**config.mk**
```make
export PLATFORM = sky130hd
export DESIGN_NAME = eventually_window_monitor
export DESIGN_NICKNAME = d
export VERILOG_FILES = /design/src/rtl/eventually_window_monitor.sv
export SDC_FILE = /design/constraint.sdc
export NUM_CORES = 1
export LEC_CHECK = 0
export CORE_MARGIN = 5
export CORE_UTILIZATION = 40
export CTS_CLUSTER_SIZE = 8
export DETAILED_ROUTE_END_ITERATION = 12
export PLACE_DENSITY = 0.68
export SYNTH_ARGS = -nofsm -noshare
export SYNTH_HDL_FRONTEND = slang
export SYNTH_SLANG_ARGS = --single-unit
```
**constraint.sdc**
```tcl
create_clock -name clk -period 2.4 [get_ports clk]
set_input_delay 0.36 -clock clk [delete_from_list [all_inputs] [get_ports clk]]
set_output_delay 0.36 -clock clk [all_outputs]
set_load 0.03 [all_outputs]
```
**src/rtl/eventually_window_monitor.sv**
```systemverilog
// eventually_window_monitor: multi-channel "signal eventually asserts" checker.
// After an accepted arm, each channel's asserted cycles are counted over a
// WINDOW-cycle window; at window end a one-cycle done pulse is issued with
// per-channel pass (hits >= MIN_HITS) / fail results. One-shot or continuous
// re-arm mode is latched when arm is accepted.
// Optional build macro: EVT_EARLY_EXIT_EN -- ends the window as soon as every
// channel (including the current sample) has reached MIN_HITS.
module eventually_window_monitor #(
  parameter  int NUM_CH   = 4,
  parameter  int WINDOW   = 20,
  parameter  int MIN_HITS = 1,
  localparam int HW       = $clog2(WINDOW + 1)
) (
  input  logic                 clk,
  input  logic                 rst,
  input  logic                 arm,
  input  logic                 abort,
  input  logic                 cont_mode,
  input  logic [NUM_CH-1:0]    sig,
  output logic                 busy,
  output logic                 done,
  output logic [NUM_CH-1:0]    pass,
  output logic [NUM_CH-1:0]    fail,
  output logic [NUM_CH*HW-1:0] hit_cnt
);

  localparam logic [HW-1:0] LP_LAST = HW'(WINDOW - 1);
  localparam logic [HW-1:0] LP_MIN  = HW'(MIN_HITS);

  typedef enum logic [1:0] {
    S_IDLE   = 2'd0,
    S_ACTIVE = 2'd1,
    S_REPORT = 2'd2
  } state_t;

  state_t             r_state;
  state_t             w_next;
  logic [HW-1:0]      r_win;
  logic               r_mode;
  logic               r_done;
  logic [NUM_CH-1:0]  r_pass;
  logic [NUM_CH-1:0]  r_fail;
  logic [HW-1:0]      r_cnt     [NUM_CH];
  logic [HW-1:0]      w_cnt_nxt [NUM_CH];
  logic [NUM_CH-1:0]  w_met;
  logic               w_last;
  logic               w_early;
  logic               w_clr_cnt;
  logic               w_clr_res;
  logic               w_cnt_en;
  logic               w_finish;
  logic               w_latch_mode;

  // Per-channel next count (current sample included) and threshold test.
  for (genvar g = 0; g < NUM_CH; g++) begin : g_ch
    assign w_cnt_nxt[g] = r_cnt[g] + HW'(sig[g]);
    assign w_met[g]     = (w_cnt_nxt[g] >= LP_MIN);
    assign hit_cnt[g*HW +: HW] = r_cnt[g];

    // Hit counter: cleared on window start/abort, advanced on sampled edges.
    always_ff @(posedge clk) begin
      if (rst) begin
        r_cnt[g] <= '0;
      end else if (w_clr_cnt) begin
        r_cnt[g] <= '0;
      end else if (w_cnt_en) begin
        r_cnt[g] <= w_cnt_nxt[g];
      end
    end
  end

  assign w_last = (r_win == LP_LAST);

`ifdef EVT_EARLY_EXIT_EN
  assign w_early = &w_met;
`else
  assign w_early = 1'b0;
`endif

  // State register.
  always_ff @(posedge clk) begin
    if (rst) begin
      r_state <= S_IDLE;
    end else begin
      r_state <= w_next;
    end
  end

  // Next-state and datapath control; abort outranks completion and arm.
  always_comb begin
    w_next       = r_state;
    w_clr_cnt    = 1'b0;
    w_clr_res    = 1'b0;
    w_cnt_en     = 1'b0;
    w_finish     = 1'b0;
    w_latch_mode = 1'b0;
    case (r_state)
      S_IDLE: begin
        if (arm && !abort) begin
          w_next       = S_ACTIVE;
          w_clr_cnt    = 1'b1;
          w_clr_res    = 1'b1;
          w_latch_mode = 1'b1;
        end
      end
      S_ACTIVE: begin
        if (abort) begin
          w_next    = S_IDLE;
          w_clr_cnt = 1'b1;
          w_clr_res = 1'b1;
        end else begin
          w_cnt_en = 1'b1;
          if (w_last || w_early) begin
            w_next   = S_REPORT;
            w_finish = 1'b1;
          end
        end
      end
      S_REPORT: begin
        if (abort) begin
          w_next    = S_IDLE;
          w_clr_cnt = 1'b1;
          w_clr_res = 1'b1;
        end else if (r_mode) begin
          w_next    = S_ACTIVE;
          w_clr_cnt = 1'b1;
        end else begin
          w_next = S_IDLE;
        end
      end
      default: begin
        w_next = S_IDLE;
      end
    endcase
  end

  // Window sample counter; holds at its final value outside ACTIVE.
  always_ff @(posedge clk) begin
    if (rst) begin
      r_win <= '0;
    end else if (w_clr_cnt) begin
      r_win <= '0;
    end else if (w_cnt_en && !w_last) begin
      r_win <= r_win + HW'(1);
    end
  end

  // Mode latch: captured only when a window is started from IDLE.
  always_ff @(posedge clk) begin
    if (rst) begin
      r_mode <= 1'b0;
    end else if (w_latch_mode) begin
      r_mode <= cont_mode;
    end
  end

  // Results: written at window completion, cleared on arm/abort, else held.
  always_ff @(posedge clk) begin
    if (rst) begin
      r_done <= 1'b0;
      r_pass <= '0;
      r_fail <= '0;
    end else begin
      r_done <= w_finish;
      if (w_clr_res) begin
        r_pass <= '0;
        r_fail <= '0;
      end else if (w_finish) begin
        r_pass <= w_met;
        r_fail <= ~w_met;
      end
    end
  end

  assign busy = (r_state == S_ACTIVE);
  assign done = r_done;
  assign pass = r_pass;
  assign fail = r_fail;

endmodule

```
==> key figures <==
Status
  – Status: complete, no violations

Route
  – DR vias/cell: 5.12
  – Initial DRC count: 40
  – Vias: 1407
  – Remaining DRCs: 0
  – Pre-antenna DRT Iters: 4
  – Antenna-violating nets left: 0
  – Post-DR wirelength/cell: 13.4 um
  – Routed WL: 3680 um

Yosys
  – Async SR Flop Fraction: 0%
  – Post-Synth Simple-Gate Area: 24.5%
  – Ys flop type: edfxtp_1
  – Adder-cell share of the synthesized area: 8.45%
  – Multiplexer share of the synthesized area: 1.04%
  – Dominant cell type by area after synthesis: edfxtp_1
  – Area share of the largest cell type after synthesis: 31.2%
  – Dominant cell by count in the synthesized netlist: nor2_1
  – Synthesized cell area: 1920 sq um
  – Yosys reg bits: 37
  – Synth warn: 0
  – Synth Area per Inst: 11.1 sq um
  – Sequential area share after synthesis: 48.9%
  – Syn_nets: 195
  – Main combinational cell family by area after synthesis: simple AND/OR/NAND/NOR gates
  – Netlist cell types: 37
  – EDFF count, synth: 20
  – Synthesized instance count: 173
  – Area share of xor/xnor cells in the synthesized design: 8.65%
  – Compound-cell area share of the yosys netlist: 7.09%
  – Commonest cells in the netlist: 22 x nor2_1, 20 x edfxtp_1, 17 x dfxtp_1
  – Top post-synthesis cells by area: edfxtp_1 31%, dfxtp_1 18%, ha_1 8.5%

Timing
  – Final Hold Vio Count: 0
  – Final WS setup: 0.380 ns
  – Unrepaired setup endpoints after global routing: no
  – Finish-stage setup viols: 0
  – Worst-margin pin slew: 0.639 ns
  – Period utilization: 84.2%
  – Max-slew violations: 0
  – FMAX: 495 MHz
  – Final worst clock skew: 0.00948 ns
  – Tmin final: 2.02 ns
  – Setup_tns: 0 ns
  – Rel. slew slack: 57.1%

Floorplanning
  – Die Ht: 79.4 um
  – I/O pins: 39
  – Site Rows: 25
  – Die width: 79.4 um
  – Die area: 6300 sq um
  – Initial Utilization: 41.0%
  – Core Region: 4690 sq um

Final layout
  – Ant. Diodes: 0
  – Share of layout cells above drive strength 1: 11.8%
  – Nets@finish: 242
  – Layout area overhead: 29.2%

Clocking
  – H-tree levels: 2
  – CTS Buffer Depth: 2
  – Root Driver: clkbuf_8
  – Post-CTS Resized: 0
  – Cts bufs inserted: 5
  – Reg clk slew, reported paths: 0.08 ns
  – CTS tree: yes
  – Clock sinks: 37
  – CTS Hold Buffers Added: 0
  – Clk_lat worst skew: 0.30 ns
  – Setup Buffers After CTS: 0

Hold path
  – HP Class: flip-flop to flip-flop

Power and ir drop
  – Combinational share of power: 22.0%
  – NetSw: 0.471 mW
  – Seq pwr share: 49.1%
  – PD cells: 617 nW/um^2
  – P_int: 1.06 mW
  – Share of total power in the clock network: 28.8%
  – Leakage power: 0.899 nW
  – VDD IR max: 0.000244 V
  – Switching share of power: 30.7%

Worst setup path
  – CP max FO: 4
  – CP top delay family: buffers and inverters
  – CP endpoint kind: output port
  – Setup CP Type: flip-flop to output port
  – Crit-path cells: inv_1 -> ha_1 -> clkdlybuf4s50_1
  – CP startpoint kind: flip-flop
  – Worst Path Required: 2.04 ns
  – Worst path bufs/invs: 2
  – Slowest stage delay, CP: 0.70 ns
  – WP data arrival: 1.66 ns
  – Worst path slowest cell: clkdlybuf4s50_1

GRT
  – Largest net degree at the start of global routing: 16
  – Total Routing Usage GR: 12.7%
  – Initial antenna violation count: 0
  – First-pass GRT wire length: 6310 um
  – Vias in the first global route: 1408
  – Gr ovfl total: 0

Placement
  – Routability congestion estimate: 0.782
  – Port-buffer cells: 38
  – Final HPWL DP: 2770 um
  – Worst slack, placed: 0.296 ns

Job
  – Max-Cap Viols: 0
[power groups by stage]
stage	combinational [mW]	clock (mW)	sequential, mW
floorplan	0.144	0	0.833
global placement	0.340	0	0.768
detailed placement	0.340	0	0.770
CTS	0.343	0.457	0.755
global route	0.367	0.485	0.762
finish	0.338	0.443	0.754
[per-stage QoR]
step                cells  utilization, %  cell area, sq um  hold slack, ns  total power, mW
finish                275            53.0              2490           0.459             1.54
CTS                   275            53.0              2490           0.463             1.55
detailed placement    267            51.1              2400           0.451             1.11
floorplan             173               -              1920           0.432            0.976
global placement      267            51.1              2400           0.444             1.11
global route          275            53.0              2490           0.494             1.61
[layout by cell type, fill, tap and decap left out, types with 2 or more instances in the layout]
cell             netlist  final
xor2_1                12     12
edfxtp_1              20     20
a21oi_1                7      7
dfxtp_1               17     17
clkdlybuf4s50_1        0     38
ha_1                  13     13
buf_4                  0      2
inv_1                  4      4
nor3b_1                5      5
nand3_1                8      8
nand4_1                7      7
clkbuf_8               0      5
nor2_2                 5      5
o2bb2ai_1              2      2
xnor2_1                7      7
nand2_1                6      6
and2_1                 8      8
nor2_1                22     22
nand2b_1               4      4
nor2_4                 5      5
mux2i_1                2      2
[final timing paths]
kind | from | to | slack [ns] | depth (start not counted)
hold / removal | fail[0] | fail[0] | 0.46 | 2
hold reg to reg | fail[0] | fail[0] | 0.46 | 2
setup reg to reg | r_state[0] | r_cnt[2][0] | 0.42 | 6
setup / recovery | r_state[1] | busy | 0.38 | 3
[cells by family (layout without fill, tap and decap cells)]
| kind of cell | after synthesis | count (layout) |
|---|---|---|
| fa+ha+maj | 13 | 13 |
| simple gates | 79 | 79 |
| mux | 2 | 2 |
| buf+inv | 5 | 53 |
| xor+xnor | 19 | 19 |
| flops | 37 | 37 |
| compound gates | 18 | 18 |
[tightest hold or removal path, stage by stage, from the launching register on]
cell and delay (ns):
dfxtp_1 0.32, nand2_1 0.05, a21oi_1 0.05
[registers in the layout (all words and copies together) (netlist names)]
| name | count |
|---|---|
| r_win | 5 |
| r_mode | 1 |
| done | 1 |
| pass | 4 |
| r_state | 2 |
| r_cnt | 20 |
| fail | 4 |
[layer usage]
metal | vias to the layer above | track usage [%] | part of all wire [%]
met5 | - | 0 | 0
met4 | 0 | 4.12 | 1.0
met3 | 5 | 3.63 | 4.6
met2 | 36 | 22.1 | 49
met1 | 655 | 14.9 | 45
li1 | 711 | - | -
[cell type report]
class	instances	area, sq um
inverters	4	15.0
well taps	54	67.6
multi-input cells	131	957
flip-flops and latches	37	941
clock inverters	3	21.3
clock buffers	5	68.8
fillers	424	2210
repair buffers	41	415
(Power assumes the default switching activity.)
